===== src/rtl/fp_result_tx.sv =====
// fp_result_tx: output-side wrapper for the floating-point unit.
// Results pulsed out of the FP core on doneFP are captured into a small
// FIFO and then sent one at a time over outBus with a four-phase
// outReady/outAccept handshake. If the FIFO is full and no word leaves on
// the same edge, the incoming result is dropped and a sticky overflow flag
// is raised.

module fp_result_tx #(
    parameter int WIDTH = 32,
    parameter int DEPTH = 2
) (
    input  logic             clk,
    input  logic             rst,
    input  logic             doneFP,
    input  logic [WIDTH-1:0] resultFP,
    input  logic             outAccept,
    output logic [WIDTH-1:0] outBus,
    output logic             outReady,
    output logic             busy,
    output logic             overflow
);

    localparam int PTR_W = (DEPTH > 1) ? $clog2(DEPTH) : 1;
    localparam int CNT_W = $clog2(DEPTH + 1);
    localparam logic [CNT_W-1:0] FULL_COUNT = CNT_W'(DEPTH);

    typedef enum logic [1:0] {
        IDLE = 2'd0,
        SEND = 2'd1,
        REL  = 2'd2
    } state_t;

    state_t           state_q,    state_d;
    logic [WIDTH-1:0] mem_q [DEPTH];
    logic [WIDTH-1:0] mem_d [DEPTH];
    logic [PTR_W-1:0] wr_ptr_q,   wr_ptr_d;
    logic [PTR_W-1:0] rd_ptr_q,   rd_ptr_d;
    logic [CNT_W-1:0] count_q,    count_d;
    logic             overflow_q, overflow_d;

    logic fifo_full;
    logic fifo_empty;
    logic do_pop;
    logic do_push;
    logic do_drop;

    // Decide this edge's FIFO traffic; a pop frees a slot so a push into a
    // full FIFO is still accepted when the head leaves on the same edge.
    always_comb begin
        fifo_full  = (count_q == FULL_COUNT);
        fifo_empty = (count_q == '0);
        do_pop     = (state_q == SEND) && outAccept;
        do_push    = doneFP && (!fifo_full || do_pop);
        do_drop    = doneFP && fifo_full && !do_pop;
    end

    // Next-state for FIFO storage, pointers, occupancy and the sticky flag.
    always_comb begin
        mem_d      = mem_q;
        wr_ptr_d   = wr_ptr_q;
        rd_ptr_d   = rd_ptr_q;
        count_d    = count_q;
        overflow_d = overflow_q | do_drop;

        if (do_push) begin
            mem_d[wr_ptr_q] = resultFP;
            wr_ptr_d        = wr_ptr_q + PTR_W'(1);
        end

        if (do_pop) begin
            rd_ptr_d = rd_ptr_q + PTR_W'(1);
        end

        case ({do_push, do_pop})
            2'b10:   count_d = count_q + CNT_W'(1);
            2'b01:   count_d = count_q - CNT_W'(1);
            default: count_d = count_q;
        endcase
    end

    // Handshake sequencing: present the head, wait for accept, then wait for
    // accept to drop before another word may be offered.
    always_comb begin
        state_d = state_q;
        case (state_q)
            IDLE: begin
                if (!fifo_empty) begin
                    state_d = SEND;
                end
            end
            SEND: begin
                if (outAccept) begin
                    state_d = REL;
                end
            end
            REL: begin
                if (!outAccept) begin
                    state_d = IDLE;
                end
            end
            default: state_d = IDLE;
        endcase
    end

    // All state registers; reset wipes buffered words as well as control.
    always_ff @(posedge clk or posedge rst) begin
        if (rst) begin
            state_q    <= IDLE;
            mem_q      <= '{default: '0};
            wr_ptr_q   <= '0;
            rd_ptr_q   <= '0;
            count_q    <= '0;
            overflow_q <= 1'b0;
        end else begin
            state_q    <= state_d;
            mem_q      <= mem_d;
            wr_ptr_q   <= wr_ptr_d;
            rd_ptr_q   <= rd_ptr_d;
            count_q    <= count_d;
            overflow_q <= overflow_d;
        end
    end

    // Outputs decode registered state only, so they never glitch with inputs.
    // The head slot cannot be rewritten while in SEND, keeping outBus stable.
    always_comb begin
        outReady = (state_q == SEND);
        outBus   = (state_q == SEND) ? mem_q[rd_ptr_q] : '0;
        busy     = (state_q != IDLE) || !fifo_empty;
        overflow = overflow_q;
    end

endmodule


===== config.mk =====
export PLATFORM = sky130hd
export DESIGN_NAME = fp_result_tx
export DESIGN_NICKNAME = d
export VERILOG_FILES = /design/src/rtl/fp_result_tx.sv
export SDC_FILE = /design/constraint.sdc
export NUM_CORES = 1
export LEC_CHECK = 0
export BUFFER_PORTS_ARGS = -buffer_cell sky130_fd_sc_hd__clkbuf_2
export CAP_MARGIN = 20
export CORE_AREA = 2 2 70 98
export DETAILED_ROUTE_END_ITERATION = 6
export DIE_AREA = 0 0 72 100
export PLACE_DENSITY = 0.83
export SYNTH_ARGS = -nofsm -noshare
export SYNTH_HDL_FRONTEND = slang
export SYNTH_SLANG_ARGS = --single-unit

===== constraint.sdc =====
create_clock -name clk -period 5.8 [get_ports clk]
set_clock_uncertainty 0.2 [all_clocks]
set_input_delay 0.87 -clock clk [delete_from_list [all_inputs] [get_ports clk]]
set_output_delay 0.87 -clock clk [all_outputs]
set_load 0.05 [all_outputs]

After elaboration in Yosys (flattened, before gate mapping)

Cells that the tools add are included.

Add/subtract/negate cells: 4
Multipliers: 0
Div/mod/pow operators: 0
$lt $le $gt $ge: 3
Eq/ne operators: 8
Shift operators: 0
Mux-type cells: 12
Bitwise gates (word level): 3
Reductions and logical operators: 15

Operator list:

| cell                                                                         | number |
|---|---|
| 32-bit 2-to-1 mux                                                            | 5 |
| 64-bit bitwise mux                                                           | 1 |
| 32-bit demux with 1-bit select                                               | 1 |
| 2-bit == test, second input constant                                         | 3 |
| 2-bit 2-to-1 mux                                                             | 3 |
| 2-bit != test, second input constant                                         | 3 |
| 2-bit case mux with 3 select lines                                           | 1 |
| 1-bit logical AND                                                            | 5 |
| 2-bit by 1-bit == test with 1-bit output, second input constant              | 2 |
| 2-bit >= comparator, second input constant                                   | 2 |
| 2-bit zero test                                                              | 2 |
| 1-bit NOT with 2-bit output                                                  | 2 |
| 2-bit case mux with 2 select lines                                           | 1 |
| 2-bit nonzero test                                                           | 2 |
| 1-bit zero test                                                              | 3 |
| 3-bit AND reduction                                                          | 1 |
| 1-bit adder, second input constant                                           | 2 |
| 2-bit by 1-bit adder with 2-bit output, second input constant                | 1 |
| 1-bit logical OR                                                             | 2 |
| 2-bit by 1-bit less-than comparator with 1-bit output, second input constant | 1 |
| 2-bit by 1-bit subtractor with 2-bit output, second input constant           | 1 |
| 1-bit bitwise OR                                                             | 1 |

Flip-flop bits (word level): 71
Latch bits: 0
Memory bits (writable): 0
Memory bits (read-only): 0
Bits of input ports: 36
Output and inout port bits: 35
Word-level logic and storage cells: 52
Memories kept: 0

Depth between registers and ports, before layout

Depth after elaboration: 6
Mapped depth: 8
Gate-level depth less buffers: 6

Least setup slack after synthesis

OpenSTA, ideal clock, no wires.

Path type: flip-flop to output port
Start: reg rd_ptr_q
End: out outBus[15]
Arrival: 1580 ps
Data required time: 4730 ps
Slack: 3150 ps
Stages on the path, launching flop included: 5
Buffers on the path: 2
Path through: dfrtp_1 -> clkbuf_1 -> buf_2 -> mux2i_1 -> nor2_1

Longest elaborated chain between the ends: 5

RTL lines:

| element                                              | line | text |
|---|---|---|
| from (decl)                                          | 37   | `logic [PTR_W-1:0] rd_ptr_q, rd_ptr_d;` |
| from (signal assigned)                               | 118  | `rd_ptr_q <= rd_ptr_d;` |
| 1-bit NOT with 2-bit output (not written as such)    | 128  | `outBus = (state_q == SEND) ? mem_q[rd_ptr_q] : '0;` |
| 32-bit 2-to-1 mux (not written as such) (3 in a row) | 128  |  |
| 32-bit 2-to-1 mux                                    | 128  |  |
| to (decl)                                            | 17   | `output logic [WIDTH-1:0] outBus,` |

No other way between the ends. The select of a mux whose other input is x is not followed.

Final worst setup path

Start: reg rd_ptr_q
End: out outBus[30]

The elaborated chain is that of the path after synthesis.

==> flow_metrics.env <==
export IMPL_status="finished, final reports clean"
export IMPL_startpoint_type="register"
export IMPL_crit_buf_inv=1
export IMPL_yosys_area_share_simple_pct=13.6
export IMPL_yosys_warnings=0
export IMPL_p_leak_nw=1.90
export IMPL_port_buffers=70
export IMPL_cts_sinks=71
export IMPL_finalSetupTns_ns=0
export IMPL_antenna_found_initial=0
export IMPL_cpPeakStageDelay_ns=1.05
export IMPL_clock_latency_ns=0.34
export IMPL_post_route_drc_count=0
export IMPL_rsz0062_at_grt="false"
export IMPL_die_area_mm2=0.00720
export IMPL_finalPower_mw=2.75
export IMPL_slowest_stage="dfrtp_2"
export IMPL_io_pins=71
export IMPL_ant_nets=0
export IMPL_postCtsSetupBuffers=0
export IMPL_track_usage_pct=22.1
export IMPL_cts_resized=0
export IMPL_seqPwrFrac_pct=36.5
export IMPL_grt_overflow_total=0
export IMPL_power_internal_mw=1.48
export IMPL_clockPowerShare_pct=15.5
export IMPL_drt_initial_drc_count=246
export IMPL_clk_pin_slew_ns=0.07
export IMPL_nets=407
export IMPL_fmax_mhz=321
export IMPL_setup_violations=0
export IMPL_synth_xor_area_share_pct=1.21
export IMPL_slew_limit_headroom_pct=25.7
export IMPL_swShare_pct=46.1
export IMPL_combPwrFrac_pct=48.0
export IMPL_hpwl_mm=4.59
export IMPL_syn_inst=315
export IMPL_start_util_pct=56.4
export IMPL_final_cell_mix="70 x clkbuf_2, 69 x dfrtp_1, 41 x o2bb2ai_1"
export IMPL_syn_area_mm2=0.00363
export IMPL_area_growth_pct=13.4
export IMPL_cp_arrival_ns=2.04
export IMPL_synthAdderAreaFrac_pct=0.345
export IMPL_ys_seq_area_share_pct=48.9
export IMPL_synth_compound_area_share_pct=21.3
export IMPL_final_common_cell="clkbuf_2"
export IMPL_power_per_cell_area_mw_per_mm2=668
export IMPL_die_w_um=72
export IMPL_htreeDepth=3
export IMPL_root_buffer="clkbuf_8"
export IMPL_num_rows=35
export IMPL_vias=2522
export IMPL_max_cap_violations=0
export IMPL_cts_buffer_depth=2
export IMPL_grt_max_degree=72
export IMPL_synth_top_family_by_area="compound AO/OA/AOI/OAI gates"
export IMPL_grt_first_pass_wirelength_mm=12.3
export IMPL_async_flop_share_pct=100
export IMPL_post_drt_wl_per_cell_um=16.6
export IMPL_tightestPinTransition_ns=1.11
export IMPL_maxSlewViolCount=0
export IMPL_grt_pass1_vias=2504
export IMPL_gp_congestion=0.768
export IMPL_synthMuxAreaShare_pct=8.82
export IMPL_nFillCells=538
export IMPL_drt_first_pass_iters=4
export IMPL_period_share_pct=53.7
export IMPL_numCtsBuffers=9
export IMPL_max_vdd_ir_drop_v=0.000423
export IMPL_core_area_mm2=0.00644
export IMPL_path_max_fanout=33
export IMPL_holdCritPathClass="register to register"
export IMPL_ctsHoldBuffers=0
export IMPL_ys_ff_latch=71
export IMPL_antenna_cells=0
export IMPL_worstPathCellList="mux2i_1 > nor2_1 > clkbuf_2"
export IMPL_finalHoldViolations=0
export IMPL_vias_per_cell=5.62
export IMPL_ys_flop_type="dfrtp_1"
export IMPL_fin_util_pct=64.0
export IMPL_cp_end_kind="output pin"
export IMPL_synth_cell_types=26
export IMPL_cp_top_family="flip-flops"
export IMPL_min_period_ns=3.11
export IMPL_drive_gt1_share_pct=30.9
export IMPL_p_sw_mw=1.27
export IMPL_critical_path_class="register to output pin"
export IMPL_die_y_um=100
export IMPL_tritoncts="built"
export IMPL_setup_ws_ns=2.69
export IMPL_syn_nets=352
export IMPL_dp_slack_ns=2.78
export IMPL_cp_required_ns=4.73
export IMPL_synth_edf_count=0
export IMPL_wl_mm=7.44
export IMPL_avgSynthCellArea_um2=11.5
## stage by stage
step | hold slack (ns) | cells | instance area [um^2]
after floorplan | 0.244 | 315 | 3630
after global placement | 0.244 | 433 | 3900
after detailed placement | 0.274 | 433 | 3900
after CTS | 0.288 | 449 | 4120
after global routing | 0.309 | 449 | 4120
final | 0.287 | 449 | 4120
## per-layer routing
layer	part of all wire [%]	vias to the layer above	global-route usage (%)
met5	0	-	0
met3	4.8	7	5.32
met2	50	79	36.6
met1	44	1224	28.8
li1	-	1212	-
met4	1.3	0	6.82
## worst register-to-register path: stages, from the launching register on
cell and delay [ns]:
dfrtp_1 0.42, and3b_1 0.34, o21ai_4 0.69, buf_4 0.57, o2bb2ai_1 0.15
## registers in the layout, summed over array words and instances (netlist names)
register and cells:
overflow 1, wr_ptr_q 1, mem_q 64, state_q 2, count_q 2, rd_ptr_q 1
## cells by family after synthesis
group	Yosys count
and+or+nand+nor	105
DFF	71
AOI/OAI and AO/OA	70
muxes	32
buffers and inverters	31
xor gates and xnor gates	5
adders and majority gates	1
## synth_stat cells, types with 3 or more instances
library cell / instances / area, um^2
buf_6: 7 / 78.8
buf_2: 6 / 30.0
o2bb2ai_2: 23 / 345
dfrtp_1: 71 / 1780
o2bb2ai_1: 41 / 359
xnor2_1: 3 / 26.3
nand2b_1: 35 / 219
clkbuf_1: 11 / 41.3
buf_4: 3 / 22.5
mux2i_1: 32 / 320
nand2_1: 32 / 120
nor2_1: 34 / 128
## path summary, 6_finish.rpt
path	end	from	cells after the start	slack, ns
worst max-delay path	outBus[30]	rd_ptr_q	3	2.69
worst min-delay path	overflow	overflow	1	0.29
worst max register to register	mem_q[32]	state_q[0]	4	3.28
worst min register to register	overflow	overflow	1	0.29
max in group asynchronous	wr_ptr_q	rst	3	4.23
min in group asynchronous	mem_q[19]	rst	3	0.56
## final cells by class
type	count	area [um^2]	area share, %
Sequential cell	71	1780	43.2
Multi-Input combinational cell	213	1650	40.1
Timing Repair Buffer	73	373	9.06
Clock buffer	11	131	3.19
Tap cell	74	92.6	2.25
Clock inverter	5	82.6	2.01
Inverter	2	7.51	0.182
## power groups by stage
stage	Clock, mW	Sequential [mW]	Combinational (mW)
2_1_floorplan	0	0.849	1.25
3_3_place_gp	0	0.995	1.30
3_5_place_dp	0	1.01	1.33
4_1_cts	0.433	1.00	1.33
5_1_grt	0.453	1.04	1.42
6_report	0.425	1.00	1.32
No activity file was read; power rests on OpenSTA's default activity.
